File: src/rtl/channel_req_scheduler.sv
// channel_req_scheduler
// Accumulates per-channel request pulses into a pending mask and drains it one
// channel per grant, highest-numbered pending channel first. The grant is
// presented as a registered valid/ready stream carrying the channel index.
// The grant outputs come straight from flops, so grant_ready has no
// combinational path to them.

module channel_req_scheduler #(
  parameter int N     = 16,
  parameter int IDX_W = 4,
  parameter int CNT_W = 8
) (
  input  logic             clk,
  input  logic             reset,
  input  logic             flush,
  input  logic             req_load,
  input  logic [N-1:0]     req_in,
  output logic             grant_valid,
  input  logic             grant_ready,
  output logic [IDX_W-1:0] grant_idx,
  output logic [N-1:0]     pending,
  output logic             busy,
  output logic             overlap,
  output logic [CNT_W-1:0] grant_cnt
);

  typedef enum logic [0:0] {
    IDLE = 1'b0,
    HOLD = 1'b1
  } state_t;

  state_t state;

  // Index of the highest set bit. The upward scan lets higher bits overwrite
  // lower ones, so bit N-1 has top priority. An all-zero input returns 0;
  // callers only use the result when the input is non-zero.
  function automatic logic [IDX_W-1:0] prio_enc(input logic [N-1:0] vec);
    logic [IDX_W-1:0] idx;
    idx = {IDX_W{1'b0}};
    for (int i = 0; i < N; i++) begin
      if (vec[i]) begin
        idx = i[IDX_W-1:0];
      end
    end
    return idx;
  endfunction

  // One-hot mask with a 1 at position idx.
  function automatic logic [N-1:0] onehot(input logic [IDX_W-1:0] idx);
    logic [N-1:0] base;
    base = {{(N-1){1'b0}}, 1'b1};
    return base << idx;
  endfunction

  logic           acc;
  logic [N-1:0]   clr;
  logic [N-1:0]   ld;
  logic [N-1:0]   cand;
  logic [N-1:0]   pending_next;
  logic           overlap_next;
  logic           idle_next;
  logic           busy_next;

  // Accept, clear and load terms, and the next pending mask and flags.
  always_comb begin
    acc          = 1'b0;
    clr          = {N{1'b0}};
    ld           = {N{1'b0}};
    cand         = {N{1'b0}};
    pending_next = {N{1'b0}};
    overlap_next = 1'b0;
    idle_next    = 1'b1;
    busy_next    = 1'b0;

    acc = grant_valid & grant_ready;
    if (acc) begin
      clr = onehot(grant_idx);
    end else begin
      clr = {N{1'b0}};
    end
    if (req_load) begin
      ld = req_in;
    end else begin
      ld = {N{1'b0}};
    end
    // Candidates exclude this cycle's loads; a freshly loaded request
    // becomes eligible one cycle later.
    cand         = pending & ~clr;
    pending_next = cand | ld;
    // Flags a load that hits a bit that is still pending after this
    // cycle's accept. A bit re-requested while being accepted does not count.
    overlap_next = |(ld & cand);

    // Mirrors the FSM transitions below, so busy can be a flop.
    case (state)
      IDLE: begin
        idle_next = (pending == {N{1'b0}});
      end
      HOLD: begin
        idle_next = acc && (cand == {N{1'b0}});
      end
      default: begin
        idle_next = 1'b1;
      end
    endcase
    busy_next = ~idle_next | (pending_next != {N{1'b0}});
  end

  // Grant FSM plus pending mask, overlap pulse, accept counter and busy flag.
  always_ff @(posedge clk) begin
    if (reset || flush) begin
      state       <= IDLE;
      grant_valid <= 1'b0;
      grant_idx   <= {IDX_W{1'b0}};
      pending     <= {N{1'b0}};
      overlap     <= 1'b0;
      grant_cnt   <= {CNT_W{1'b0}};
      busy        <= 1'b0;
    end else begin
      pending <= pending_next;
      overlap <= overlap_next;
      busy    <= busy_next;
      if (acc) begin
        grant_cnt <= grant_cnt + {{(CNT_W-1){1'b0}}, 1'b1};
      end else begin
        grant_cnt <= grant_cnt;
      end

      case (state)
        IDLE: begin
          if (pending != {N{1'b0}}) begin
            grant_idx   <= prio_enc(pending);
            grant_valid <= 1'b1;
            state       <= HOLD;
          end else begin
            grant_valid <= 1'b0;
            state       <= IDLE;
          end
        end
        HOLD: begin
          if (acc) begin
            if (cand != {N{1'b0}}) begin
              // Back-to-back grant with no bubble cycle.
              grant_idx   <= prio_enc(cand);
              grant_valid <= 1'b1;
              state       <= HOLD;
            end else begin
              grant_valid <= 1'b0;
              state       <= IDLE;
            end
          end else begin
            // The offered grant stays stable until it is taken, even if a
            // higher-priority request shows up in the meantime.
            grant_valid <= 1'b1;
            state       <= HOLD;
          end
        end
        default: begin
          grant_valid <= 1'b0;
          state       <= IDLE;
        end
      endcase
    end
  end

endmodule

File: config.mk
export PLATFORM = sky130hd
export DESIGN_NAME = channel_req_scheduler
export DESIGN_NICKNAME = d
export VERILOG_FILES = /design/src/rtl/channel_req_scheduler.sv
export SDC_FILE = /design/constraint.sdc
export NUM_CORES = 1
export LEC_CHECK = 0
export ABC_AREA = 1
export ABC_CLOCK_PERIOD_IN_PS = 1800
export BUFFER_PORTS_ARGS = -buffer_cell sky130_fd_sc_hd__buf_2
export CAP_MARGIN = 20
export CORE_MARGIN = 4
export CORE_UTILIZATION = 45
export DETAILED_ROUTE_END_ITERATION = 6
export PLACE_DENSITY = 0.76
export SYNTH_ARGS = -nofsm -noshare
export SYNTH_HDL_FRONTEND = slang
export SYNTH_SLANG_ARGS = --single-unit
File: constraint.sdc
create_clock -name clk -period 1.8 [get_ports clk]
set_input_delay 0.18 -clock clk [delete_from_list [all_inputs] [get_ports clk]]
set_output_delay 0.18 -clock clk [all_outputs]
set_load 0.02 [all_outputs]
==> impl_results.md <==
- Comb pwr share: 0.272
- Leak: 0.001292 µW
- Tmin final: 2.051 ns
- IO Pins: 52
- Pre-CTS setup slack: -0.1833 ns
- PortBufs: 51
- Gr ovfl total: 0
- CTS H-tree lvls: 2
- Commonest non-fill, non-tap cell in the layout: buf_2
- Site Rows: 21
- Sw Share: 0.3178
- Starting DRT DRC Count: 144
- Max Cap Viol: 0
- Synth Flop Type: dfxtp_1
- First-pass GRT wire length: 8838 µm
- Worst Tran Pin Value: 0.8200 ns
- Most frequent cells in the layout: 51 x buf_2, 48 x buf_4, 38 x nand2_1
- Die H: 68.72 µm
- # diodes: 0
- Number of synthesized flops with an enable pin: 0
- Endpoint type of the worst setup path: flip-flop
- Core footprint: 3442 µm²
- Internal: 1285 µW
- Seq/Total Area, Yosys: 0.3741
- HPWL Detailed: 4178 µm
- Unrepaired setup endpoints after global routing: yes
- Initial antenna violation count: 0
- Utilization after layout: 0.7935
- Worst setup margin: -0.2512 ns
- Ranking of synthesized cells by area: dfxtp_1 37%, nand2_1 8.8%, nor2_1 7.0%, a21oi_1 6.6%, nand3_1 5.1%
- Failing checks: negative setup slack
- DRT antenna net count: 0
- Ys async rst share: 0
- Worst Hold Class: in2reg
- Final wirelength: 5874 µm
- Clock latency at the later pin of the worst-skew pair: 0.29 ns
- Final RePlAce weighted congestion: 0.9561
- Pins Over Slew Limit: 0
- Largest net degree at the start of global routing: 24
- Cells after Synth: 241
- Post-Route Setup TNS: -1.013 ns
- Initial Util: 0.4820
- Reg clk slew, reported paths: 0.07 ns
- Worst path max stage delay: 0.33 ns
- Synth warn: 0
- Dpl cell area: 2297 µm²
- CTS Buffer Depth: 2
- Net switching power: 598.6 µW
- Slowest cell on crit path: dfxtp_2
- Setup Skew: 0.004081 ns
- Critical Path AT: 2.19 ns
- Final Hold Viols: 0
- Gr usage total: 0.2521
- Crit-path max FO: 8
- Max rail drop VDD: 0.6756 mV
- Net Count, Synth: 263
- Clk pwr share: 0.326
- Max transition margin: 0.4527
- Number of vias in the routed layout: 2128
- Hold_buf cts: 0
- # clock sinks: 31
- Root Driver: clkbuf_8
- P&R area growth vs syn: 64.63%
- Status: finished, violations left
- Vias/cell: 5.456
- Die area: 4722 µm²
- Num CTS Buffers: 5
- Worst r2r src: grant_idx[3]$_SDFFE_PP0P_
- Pre-antenna DRT Iters: 4
- Flops & latches, synth: 31
- Setup violators final: 6
- Horiz. Die Dim: 68.72 µm
- Synth area leader: dfxtp_1
- Vias in the first global route: 1983
- Final nets: 365
- Sequential Power Share: 0.402
- PD cells: 689.5 nW/µm²
- Post-Syn Area: 1659 µm²
- CTS tree: yes
- Share of cells above drive strength 1: 0.5087
- Cell area after layout: 2731 µm²
- Drt drc: 0
- CP Class: reg2reg
- Critical Path Start: grant_idx[3]$_SDFFE_PP0P_
- Tcrit/Tclk final: 1.140
- Synth top area share: 0.3741
- Synth unique cells: 30
- Critical hold path startpoint: req_in[1]
- Total power draw: 1883 µW
- CP Cell Sequence: inv_4 > nand3_4 > o21ai_2 > inv_2 > nor2_4 > nand2_2 > nor3_4 > nand3_2 > a21oi_4 > buf_4 > a211oi_2
- Wire per inst: 15.06 µm
- Critical path required time: 1.94 ns
- Fmax: 487.5 MHz
- CP Launch Type: flip-flop
- Synthesized area per cell: 6.884 µm²
==> routing by layer <==
metal,up-vias,GRT usage,part of all wire,routed length (µm)
li1,1033,-,-,-
met5,-,0,0,0
met2,100,0.4219,0.49,2867
met4,0,0.1095,0.038,225
met1,974,0.2994,0.39,2291
met3,21,0.07131,0.083,490
==> cells by family after synthesis <==
| family | count (synthesis) | synth area share |
|---|---|---|
| DFF | 31 | 0.3741 |
| buffers and inverters | 37 | 0.08371 |
| and+or+nand+nor | 114 | 0.3198 |
| adders and majority gates | 1 | 0.007540 |
| AOI/OAI and AO/OA | 58 | 0.2149 |
==> flip-flops by register name (all words and copies together), names as in the netlist <==
register / count
pending: 16
state: 1
grant_cnt: 8
busy: 1
overlap: 1
grant_idx: 4
==> layout make-up <==
class	count	area, µm²
Multi-Input combinational cell	173	1174
Fill cell	233	710.7
Sequential cell	31	636.9
Timing Repair Buffer	100	626.9
Inverter	32	132.6
Clock buffer	7	96.34
Tap cell	46	57.56
Clock inverter	1	7.507
==> power by group through the flow <==
stage	sequential [µW]	combinational (µW)	clock, µW
3_5_place_dp	761	408	0
4_1_cts	753	455	621
2_1_floorplan	790	204	0
5_1_grt	761	554	664
3_3_place_gp	760	400	0
6_report	757	511	614
==> worst max-delay path, delay by kind of cell (launching register included) <==
kind / cells / cell delay (ns)
DFF: 1 / 0.33
AOI/OAI and AO/OA: 3 / 0.56
buffers and inverters: 3 / 0.32
and+or+nand+nor: 5 / 0.69
==> repair_timing <==
action	4_1_cts	5_1_grt
buffers inserted	6	6
pin swaps	8	19
resized for setup	28	25
setup endpoints to repair	5	7
==> synthesized netlist by cell type, types with 2 or more instances <==
library cell and n:
nor2_1 31, o21ai_0 9, o2111ai_1 2, nor3_2 2
o21ai_1 10, clkbuf_1 5, nor4_1 6, nor3_1 6
o21ai_2 5, inv_1 22, a21oi_1 22, o21a_1 3
nand3_2 2, nand4_1 6, a21boi_0 2, nand3_1 17
dfxtp_1 31, nand2_1 39, inv_2 10
==> per-stage QoR <==
stage	hold WS (ns)	cells
after global routing	0.1826	390
after floorplan	0.3352	241
final	0.1595	390
after CTS	0.1596	385
after global placement	0.4469	371
after detailed placement	0.4543	371
==> final timing paths <==
check / endpoint / slack, ns / depth (start not counted)
max reg2reg: grant_idx[2]$_SDFFE_PP0P_ / -0.25 / 11
min reg2reg: grant_cnt[7]$_SDFFE_PP0P_ / 0.47 / 2
max: grant_idx[2]$_SDFFE_PP0P_ / -0.25 / 11
min: pending[1]$_SDFF_PP0_ / 0.16 / 3
(Power assumes the default switching activity.)
